--- src/rtl/lut_const_mult_pipe.sv ---
// Pipelined constant-coefficient multiplier built on an odd-multiple-storage LUT.
// Each 4-bit operand digit is split into an odd LUT multiple and a left shift.
// The shifted partial products are summed exactly. The coefficient can be
// reloaded at run time: the pipeline drains first, then the LUT is rebuilt
// with adds only.
module lut_const_mult_pipe #(
  parameter int unsigned X_WIDTH = 16,
  parameter int unsigned A_WIDTH = 8,
  parameter int unsigned A_INIT  = 2
) (
  input  logic                       clk,
  input  logic                       rst,
  input  logic                       in_valid,
  output logic                       in_ready,
  input  logic [X_WIDTH-1:0]         in_x,
  output logic                       out_valid,
  input  logic                       out_ready,
  output logic [X_WIDTH+A_WIDTH-1:0] out_p,
  input  logic                       coef_load,
  input  logic [A_WIDTH-1:0]         coef_in,
  output logic                       coef_busy
);

  localparam int unsigned ND = X_WIDTH / 4;       // number of 4-bit digits
  localparam int unsigned PW = A_WIDTH + 4;       // partial product width
  localparam int unsigned OW = X_WIDTH + A_WIDTH; // product width

  typedef enum logic [1:0] {
    BUILD = 2'd0,
    RUN   = 2'd1,
    DRAIN = 2'd2
  } state_e;

  state_e             state_q, state_d;
  logic [2:0]         k_q, k_d;
  logic [A_WIDTH-1:0] a_q, a_d;
  logic [PW-1:0]      oms_q [8];
  logic [PW-1:0]      oms_d [8];

  logic               v1_q, v1_d;
  logic [2:0]         idx1_q  [ND];
  logic [2:0]         idx1_d  [ND];
  logic [1:0]         tz1_q   [ND];
  logic [1:0]         tz1_d   [ND];
  logic               zero1_q [ND];
  logic               zero1_d [ND];

  logic               v2_q, v2_d;
  logic [PW-1:0]      pp2_q [ND];
  logic [PW-1:0]      pp2_d [ND];

  logic               v3_q, v3_d;
  logic [OW-1:0]      p3_q, p3_d;

  logic               en_c;
  logic [OW-1:0]      sum_c;

  // Trailing-zero count of a non-zero digit (a zero digit is flagged separately).
  function automatic logic [1:0] tz_of(input logic [3:0] d);
    if (d[0])      return 2'd0;
    else if (d[1]) return 2'd1;
    else if (d[2]) return 2'd2;
    else           return 2'd3;
  endfunction

  // LUT index of the odd part: (odd - 1) / 2 == odd >> 1 == d >> (tz + 1).
  function automatic logic [2:0] idx_of(input logic [3:0] d, input logic [1:0] tz);
    return 3'(d >> (int'(tz) + 1));
  endfunction

  assign en_c      = !v3_q || out_ready;
  assign in_ready  = en_c && (state_q == RUN);
  assign coef_busy = (state_q != RUN);
  assign out_valid = v3_q;
  assign out_p     = p3_q;

  // Coefficient FSM: latch the new coefficient, drain, then rebuild the LUT by repeated +2A.
  always_comb begin
    state_d = state_q;
    k_d     = k_q;
    a_d     = a_q;
    oms_d   = oms_q;
    unique case (state_q)
      BUILD: begin
        if (k_q == 3'd0) oms_d[0] = PW'(a_q);
        else             oms_d[k_q] = oms_q[k_q - 3'd1] + (PW'(a_q) << 1);
        k_d = k_q + 3'd1;
        if (k_q == 3'd7) state_d = RUN;
      end
      RUN: begin
        if (coef_load) begin
          a_d     = coef_in;
          state_d = DRAIN;
        end
      end
      DRAIN: begin
        if (!v1_q && !v2_q && !v3_q) begin
          state_d = BUILD;
          k_d     = 3'd0;
        end
      end
      default: begin
        state_d = BUILD;
        k_d     = 3'd0;
      end
    endcase
  end

  // Pipeline next state: digit decode, LUT read and shift, final sum; all under the global stall.
  always_comb begin
    v1_d    = v1_q;
    idx1_d  = idx1_q;
    tz1_d   = tz1_q;
    zero1_d = zero1_q;
    v2_d    = v2_q;
    pp2_d   = pp2_q;
    v3_d    = v3_q;
    p3_d    = p3_q;
    if (en_c) begin
      v1_d = in_valid && in_ready;
      for (int j = 0; j < ND; j++) begin
        zero1_d[j] = (in_x[4*j +: 4] == 4'd0);
        tz1_d[j]   = tz_of(in_x[4*j +: 4]);
        idx1_d[j]  = idx_of(in_x[4*j +: 4], tz_of(in_x[4*j +: 4]));
      end
      v2_d = v1_q;
      for (int j = 0; j < ND; j++) begin
        pp2_d[j] = zero1_q[j] ? '0 : (oms_q[idx1_q[j]] << tz1_q[j]);
      end
      v3_d = v2_q;
      p3_d = sum_c;
    end
  end

  // Weighted sum of partial products; digit j carries weight 16^j.
  always_comb begin
    sum_c = '0;
    for (int j = 0; j < ND; j++) begin
      sum_c = sum_c + (OW'(pp2_q[j]) << (4 * j));
    end
  end

  // Control and output registers with synchronous reset.
  always_ff @(posedge clk) begin
    if (rst) begin
      state_q <= BUILD;
      k_q     <= 3'd0;
      a_q     <= A_WIDTH'(A_INIT);
      v1_q    <= 1'b0;
      v2_q    <= 1'b0;
      v3_q    <= 1'b0;
      p3_q    <= '0;
    end else begin
      state_q <= state_d;
      k_q     <= k_d;
      a_q     <= a_d;
      v1_q    <= v1_d;
      v2_q    <= v2_d;
      v3_q    <= v3_d;
      p3_q    <= p3_d;
    end
  end

  // Datapath registers; contents are qualified by the valid bits or rebuilt before use.
  always_ff @(posedge clk) begin
    oms_q   <= oms_d;
    idx1_q  <= idx1_d;
    tz1_q   <= tz1_d;
    zero1_q <= zero1_d;
    pp2_q   <= pp2_d;
  end

endmodule

--- config.mk ---
export PLATFORM = sky130hd
export DESIGN_NAME = lut_const_mult_pipe
export DESIGN_NICKNAME = d
export VERILOG_FILES = /design/src/rtl/lut_const_mult_pipe.sv
export SDC_FILE = /design/constraint.sdc
export NUM_CORES = 1
export LEC_CHECK = 0
export BUFFER_PORTS_ARGS = -buffer_cell sky130_fd_sc_hd__buf_2
export CAP_MARGIN = 20
export CORE_ASPECT_RATIO = 2
export CORE_MARGIN = 5
export CORE_UTILIZATION = 43
export DETAILED_ROUTE_END_ITERATION = 8
export HOLD_SLACK_MARGIN = 0.15
export PLACE_DENSITY = 0.62
export SYNTH_ARGS = -nofsm -noshare
export SYNTH_HDL_FRONTEND = slang
export SYNTH_SLANG_ARGS = --single-unit
--- constraint.sdc ---
create_clock -name clk -period 9.9 [get_ports clk]
set_clock_uncertainty 0.2 [all_clocks]
set_input_delay 1.98 -clock clk [delete_from_list [all_inputs] [get_ports clk]]
set_output_delay 1.98 -clock clk [all_outputs]
set_load 0.01 [all_outputs]
==> summary.md, run 1 <==
| Metric | Value |
|---|---|
| Largest net degree at the start of global routing | between 60 and 70 |
| Final setup margin | between 5 and 6 ns |
| Layout net count | about 1200 |
| GR Util All Layers | between 10% and 20% |
| Setup violators final | 0 |
| Yosys warns | 0 |
| Layout Cells excl Fill | roughly 1500 |
| Resized cells post-CTS | 0 |
| Simple-Gate Fraction of Synth Area | a little over a tenth |
| Ys flop type | edfxtp_1 |
| Post-route minimum period | approximately 4.9 ns |
| Die area | 34740 um2 |
| Final Max Tran Viols | 0 |
| Setup total negative slack | 0 ns |
| Max Root-Sink Buffers | 3 |
| VDD IR max | between 0.00009 and 0.0001 V |
| Initial DRC count | roughly 490 |
| Most common library cell in the layout ignoring fill and taps | nor2_1 |
| Largest family of logic cells by synthesized area | multiplexers |
| Post-synth EDFFs | 168 |
| Std cell rows | between 90 and 100 |
| Postcts setup bufs | 0 |
| Share of layout cells above drive strength 1 | 21.41% |
| Via count | 8903 |
| Unrepaired setup endpoints after global routing | no |
| Synth Instances | 1062 |
| # IOs | 56 |
| Vias in the first global route | around 9100 |
| R2R Setup Slk | between 5 and 6 ns |
| Clock network latency to the later pin of the worst-skew pair | around 0.50 ns |
| # hold bufs at CTS | 0 |
| Overflow after GRT | 0 |
| Clock sink count | approximately 210 |
| Startpoint Class | input pin |
| Die Span X | around 130 um |
| CTS tree | yes |
| Area taken by flip-flops and latches | slightly below 6000 um2 |
| Post-synthesis xor/xnor area fraction | roughly 1.5% |
| Syn avg cell area | 12.51 um2 |
| First-pass GRT wire length | approximately 51 mm |
| Pwr Density | slightly above 200 nW/um2 |
| Root buffer cell | clkbuf_16 |
| Design Area, Final | about 14000 um2 |
| Post-DP HPWL | 24.89 mm |
| Dpl ws | approximately 5 ns |
| Final hold vios | 0 |
| Crit path DAT | 2.68 ns |
| Initial antenna violation count | 0 |
| Fin crit share | 49.13% |
| Crit end category | primary output |
| Fill cell instance count of the final layout | ~2800 |
| Synth unique cells | between 50 and 60 |
| Sequential area share after synthesis | a little over two fifths |
| H-tree level count | 1 |
| Req. time, crit path | between 7 and 8 ns |
| Vias per std cell | ~6 |
| Compound-cell area share of the yosys netlist | under 10% |
| Drc violations | 0 |
| CTS Buf Count | 19 |
| Pre-Repair DR Iteration Count | 5 |
| Input/output buffers | between 50 and 60 |
| Synth Area in Adders | a little under 5% |
| Routed length per instance | ~22 um |
| #FFs+latches synth | approximately 210 |
| WS Path Type | input pin to primary output |
| Core ar. | 30740 um2 |
| Clk slew on worst S/H paths | roughly 0.070 ns |
| Cell count after placement | 1446 |
| Worst min path class | register to register |
| Fmax | between 200 and 250 MHz |
| Starting density of the core | between 40% and 50% |
| Area of placed instances | about 14000 um2 |
| Max-cap viol count | 0 |
| RD Place Congestion | between 0.9 and 1 |
| Final antenna-violating net count | 0 |
| Total power | around 2.9 mW |
| Die height | ~260 um |
| Crit path max fanout | 24 |
| WHS | 0.2463 ns |
| Least-Margin Pin Slew | just over 1 ns |
| Most frequent cells in the layout | 172 x nor2_1, 168 x edfxtp_1, 88 x nand2_1 |
| Core Util, Final | around 47% |
| Status | complete, no violations |
| Leakage | between 5 and 6 nW |
| Syn nets | 1137 |
| Max transition margin | between 30% and 40% |
| Syn Std Cell Area | roughly 13000 um2 |
| Syn-to-layout area delta | 8.256% |
| Mux share of post-synthesis cell area | between 20% and 30% |
| Final Routed Wirelength | 32.47 mm |
| FFs w/ async S/R, synth | 0% |
| Multi-input combinational cell area | between 6000 and 7000 um2 |
-- registers in the layout, indices dropped and copies added (netlist names) --
name,count
oms_q,96
idx1_q,12
a_q,8
pp2_q,48
state_q,2
zero1_q,4
out_valid,1
k_q,3
v1_q,1
out_p,24
v2_q,1
tz1_q,8
-- final cells by class --
| type | count | share of cell area (%) |
|---|---|---|
| multi-input cells | 761 | 48.39 |
| diodes | 1 | 0.01739 |
| flip-flops and latches | 208 | 40.64 |
| inverters | 30 | 0.7914 |
| clock inverters | 10 | 0.4000 |
| repair buffers | 76 | 3.148 |
| well taps | 372 | 3.235 |
| clock buffers | 22 | 3.383 |
-- cell usage after synthesis (all sizes together) (11+ instances only) --
| cell type | number | area share [%] |
|---|---|---|
| nor4 | 12 | 0.56 |
| clkbuf | 27 | 0.76 |
| mux2i | 43 | 3.2 |
| ha | 36 | 3.4 |
| dfxtp | 40 | 6.0 |
| edfxtp | 168 | 38 |
| nor2 | 174 | 4.9 |
| buf | 36 | 2.1 |
| nor3 | 21 | 0.79 |
| inv | 30 | 0.85 |
| xor2 | 11 | 0.72 |
| a21oi | 56 | 2.1 |
| mux2 | 45 | 3.8 |
| xnor2 | 12 | 0.79 |
| nand2 | 88 | 2.5 |
| o21ai | 37 | 1.4 |
| mux4 | 120 | 21 |
-- critical path, stage by stage --
cell	delay, ns
buf_2	0.10
nor2b_2	0.09
buf_4	0.27
nor2_1	0.09
buf_2	0.15
-- power by group --
group | internal, mW | total [mW] | switching (mW) | leakage (nW)
logic | 0.462 | 1.01 | 0.551 | 3.23
clock network | 0.354 | 0.676 | 0.321 | 0.264
registers | 1.12 | 1.20 | 0.0873 | 2.03
total | 1.93 | 2.89 | 0.960 | 5.52
-- layer usage --
| layer | up-vias | wire length, um | part of all wire [%] | GRT usage (%) |
|---|---|---|---|---|
| met5 | - | 0 | 0 | 0 |
| met4 | 0 | 1747 | 5.4 | 9.570 |
| met3 | 83 | 1315 | 4.1 | 2.176 |
| met2 | 267 | 18610 | 57 | 36.58 |
| met1 | 4376 | 10790 | 33 | 19.09 |
| li1 | 4177 | - | - | - |
-- cells by family after synthesis --
logic type,Yosys count
XOR/XNOR,23
adder cells (fa/ha/maj),46
AO/OA/AOI/OAI,147
buffers and inverters,93
flip-flops,208
multiplexers,208
AND/OR/NAND/NOR,337
-- worst paths after layout --
path                          from                 endpoint  depth (start not counted)
min reg2reg  out_p[9]$_SDFFE_PP0N_    out_p[9]$_SDFFE_PP0N_                          2
max reg2reg    k_q[1]$_SDFFE_PP0P_  oms_q[93]$_SDFFCE_PP0P_                         13
min          out_p[9]$_SDFFE_PP0N_    out_p[9]$_SDFFE_PP0N_                          2
max                      out_ready                 in_ready                          5
Note: power is estimated with default switching activity, not from simulation.
==> run 2: changes to the inputs <==
--- a/config.mk
+++ b/config.mk
@@ -5,6 +5,7 @@
 export SDC_FILE = /design/constraint.sdc
 export NUM_CORES = 1
 export LEC_CHECK = 0
+export ABC_AREA = 1
 export BUFFER_PORTS_ARGS = -buffer_cell sky130_fd_sc_hd__buf_2
 export CAP_MARGIN = 20
 export CORE_ASPECT_RATIO = 2
==> constraint.sdc (replaced) <==
create_clock -name clk -period 4.7 [get_ports clk]
set_clock_uncertainty 0.2 [all_clocks]
set_input_delay 0.94 -clock clk [delete_from_list [all_inputs] [get_ports clk]]
set_output_delay 0.94 -clock clk [all_outputs]
set_load 0.01 [all_outputs]
==> summary.md, run 2 <==
| Metric | Value |
|---|---|
| Cell taking the most area after synthesis | edfxtp_1 (unchanged) |
| Sw power | 2.488 mW (was 0.9597 mW) |
| Share of layout cells above drive strength 1 | 7.312% (was 21.41%) |
| VDD IR max | 0.0002367 V (was 0.00009771 V) |
| Fill cell instance count of the final layout | 3287 (was 2755) |
| Combinational power share | 35.4% (was 35.0%) |
| FFs w/ async S/R, synth | 0% (unchanged) |
| Metal3 WL | 2.431 mm (was 1.315 mm) |
| H-tree level count | 1 (unchanged) |
| Clk slew on worst S/H paths | 0.07 ns (about the same) |
| Vias per std cell | 5.625 (was 6.016) |
| Clock power share | 25.7% (was 23.4%) |
| Final Max Tran Viols | 0 (unchanged) |
| Pwr Density | 430.8 nW/um2 (was 201.0 nW/um2) |
| Final Routed Wirelength | 45.46 mm (was 32.47 mm) |
| Largest net degree at the start of global routing | 92 (was 64) |
| Share of power burned in registers | 38.9% (was 41.6%) |
| Max-cap viol count | 0 (unchanged) |
| Post-synthesis xor/xnor area fraction | 1.057% (was 1.516%) |
| Die area | 36690 um2 (was 34740 um2) |
| Post-synth EDFFs | 168 (unchanged) |
| Input/output buffers | 55 (unchanged) |
| Largest register FFs | 96 (unchanged) |
| Crit end category | register (was primary output) |
| Synth Area in Adders | 4.620% (was 4.895%) |
| Worst min path class | register to register (unchanged) |
| Diode count | 0 (was 1) |
| Final antenna-violating net count | 0 (unchanged) |
| Starting density of the core | 43.53% (was 43.23%) |
| #FFs+latches synth | 208 (unchanged) |
| Overflow after GRT | 0 (unchanged) |
| Status | complete, no violations (unchanged) |
| Most common library cell in the layout ignoring fill and taps | nand2_1 (was nor2_1) |
| Least-Margin Pin Slew | 1.063 ns (was 1.006 ns) |
| Crit path max fanout | 24 (unchanged) |
| Clock network latency to the later pin of the worst-skew pair | 0.53 ns (was 0.50 ns) |
| Area taken by flip-flops and latches | 5846 um2 (was 5847 um2) |
| Fin crit share | between 70% and 80% |
| Core Util, Final | 46.89% (was 46.80%) |
| RD Place Congestion | 0.9504 (was 0.9438) |
| WS Path Type | register to register (was input pin to primary output) |
| Die height | 265.9 um (was 258.6 um) |
| Compound-cell area share of the yosys netlist | 21.06% (was 6.637%) |
| Routed length per instance | 19.88 um (was 21.94 um) |
| First-pass GRT wire length | 69.83 mm (was 50.67 mm) |
| Switching Share | 38.08% (was 33.19%) |
| Root buffer cell | clkbuf_16 (unchanged) |
| GR Util All Layers | 24.91% (was 18.73%) |
| Top sig layer | met4 (unchanged) |
| Largest family of logic cells by synthesized area | simple AND/OR/NAND/NOR gates (was multiplexers) |
| CTS tree | yes (unchanged) |
| Initial antenna violation count | 0 (unchanged) |
| Wire length on met1 | 14.99 mm (was 10.79 mm) |
| Syn avg cell area | 7.600 um2 (was 12.51 um2) |
| Layout net count | 1921 (was 1171) |
| Die Span X | 138.0 um (was 134.3 um) |
| Pre-Repair DR Iteration Count | 7 (was 5) |
| Max Root-Sink Buffers | 3 (unchanged) |
| Via count | 12870 (was 8903) |
| Req. time, crit path | 4.74 ns (was 7.72 ns) |
| Synth unique cells | 42 (was 51) |
| Most frequent cells in the layout | 524 x nand2_1, 187 x o21ai_0, 184 x a21oi_1 (was 172 x nor2_1, 168 x edfxtp_1, 88 x nand2_1) |
| Yosys warns | 0 (unchanged) |
| CTS Buf Count | 20 (was 19) |
| Core ar. | 32350 um2 (was 30740 um2) |
| Share of the synthesized area in the top cell type | 35.82% (was 37.96%) |
| Synth top cells by count | 524 x nand2_1, 187 x o21ai_0, 184 x a21oi_1, 183 x inv_1, 168 x edfxtp_1 (was 174 x nor2_1, 168 x edfxtp_1, 88 x nand2_1, 79 x mux4_2, 56 x a21oi_1) |
| # IOs | 56 (unchanged) |
| Sequential area share after synthesis | 41.51% (was 43.98%) |
| Post-DP HPWL | 34.25 mm (was 24.89 mm) |
| Startpoint Class | register (was input pin) |
| Setup violators final | 0 (unchanged) |
| Drc violations | 0 (unchanged) |
| Biggest register | oms_q (unchanged) |
| Crit path DAT | 3.77 ns (was 2.68 ns) |
| Top post-synthesis cells by area | edfxtp_1 36%, nand2_1 14%, o21ai_0 6.6% (was edfxtp_1 38%, mux4_2 13%, mux4_1 8.1%) |
| Leakage | 6.692 nW (was 5.519 nW) |
| Ys flop type | edfxtp_1 (unchanged) |
| Mux share of post-synthesis cell area | 0% (was 28.54%) |
| Synth Instances | 1853 (was 1062) |
| # hold bufs at CTS | 0 (unchanged) |
| Unrepaired setup endpoints after global routing | no (unchanged) |
| Syn Std Cell Area | 14080 um2 (was 13290 um2) |
| Int Pwr | 4.045 mW (was 1.932 mW) |
| Resized cells post-CTS | 0 (unchanged) |
| Initial DRC count | 981 (was 494) |
| Setup total negative slack | 0 ns (unchanged) |
| Most frequent cell after synthesis | nand2_1 (was nor2_1) |
| Postcts setup bufs | 0 (unchanged) |
| Fmax | approximately 270 MHz |
| Max transition margin | 28.84% (was 32.10%) |
| Post-route minimum period | ~3.7 ns |
| Simple-Gate Fraction of Synth Area | 22.31% (was 10.73%) |
| WHS | 0.2708 ns (was 0.2463 ns) |
| Final hold vios | 0 (unchanged) |
| Met2 routed WL | 24.12 mm (was 18.61 mm) |
| Vias in the first global route | 12440 (was 9078) |
| Multi-input combinational cell area | 6932 um2 (was 6962 um2) |
| Clock sink count | 208 (unchanged) |
| Syn-to-layout area delta | 7.703% (was 8.256%) |
| Std cell rows | 93 (was 91) |
| Syn nets | 1928 (was 1137) |
==> run 2: changes by cell type after synthesis, moves of 36 or more <==
| cell | delta |
|---|---|
| a21oi_1 | +128 |
| buf_2 | +36 |
| inv_1 | +157 |
| mux2_2 | -45 |
| mux2i_1 | -43 |
| mux4_1 | -41 |
| mux4_2 | -79 |
| nand2_1 | +436 |
| nand3_1 | +113 |
| nor2_1 | -105 |
| o211ai_1 | +80 |
| o21ai_0 | +160 |
==> run 2: power by group through the flow <==
stage          registers [mW]  logic, mW  clock network (mW)
2_1_floorplan            2.52       1.66                   0
3_3_place_gp             2.57       2.26                   0
3_5_place_dp             2.58       2.29                   0
4_1_cts                  2.54       2.31                1.71
5_1_grt                  2.57       2.62                1.78
6_report                 2.54       2.31                1.68
==> run 2: layout make-up <==
cell class                 instances  share of cell area [%]
timing repair buffer              77                   3.118
multi-input combinational       1351                   45.70
clock buffer                      24                   3.737
tap                              427                   3.523
sequential                       208                   38.54
inverter                         188                   4.669
clock inverter                    12                  0.7095
==> run 2: stage by stage <==
step / std cells / power [mW] / cell area (um2) / setup WS [ns]
floorplan: 1853 / 4.183 / 14080 / 0.9511
global placement: 2250 / 4.827 / 14470 / 1.082
detailed placement: 2250 / 4.869 / 14470 / 0.9779
CTS: 2286 / 6.554 / 15140 / 0.9617
global route: 2287 / 6.966 / 15170 / 0.7527
finish: 2287 / 6.534 / 15170 / 0.9742
==> run 2: cell families (layout without fill, tap and decap cells) <==
logic type | Yosys count | in the layout
buf+inv | 294 | 301
fa+ha+maj | 46 | 46
xor+xnor | 14 | 14
compound gates | 525 | 525
flops | 208 | 208
simple gates | 766 | 766
==> run 2: worst max-delay path: stages, from the launching register on <==
cell and delay [ns]:
dfxtp_1 0.40, inv_1 0.14, ha_1 0.33, inv_2 0.36, a21oi_1 0.07, o21ai_0 0.10
nand2_1 0.07, nor2_1 0.09, a31oi_1 0.06, ha_1 0.28, fa_1 0.43, nand3_1 0.09
nand2_1 0.12, nand3_1 0.10, nand2_1 0.17, nand3_1 0.14, nand2_1 0.07, and2_1 0.22
==> run 2: path summary, 6_finish.rpt <==
check | end | slack [ns] | cells after the start | from
setup / recovery | oms_q[11]$_DFFE_PP_ | 0.97 | 17 | k_q[1]$_SDFFE_PP0P_
hold reg to reg | v2_q$_SDFFE_PP0N_ | 0.27 | 2 | v2_q$_SDFFE_PP0N_
setup reg to reg | oms_q[11]$_DFFE_PP_ | 0.97 | 17 | k_q[1]$_SDFFE_PP0P_
hold / removal | v2_q$_SDFFE_PP0N_ | 0.27 | 2 | v2_q$_SDFFE_PP0N_
==> run 2: per-layer routing <==
layer  up-vias  GRT usage [%]
met5         -              0
met4         0          17.96
met3       174          2.627
met2       484          45.95
met1      5901          25.25
li1       6306              -
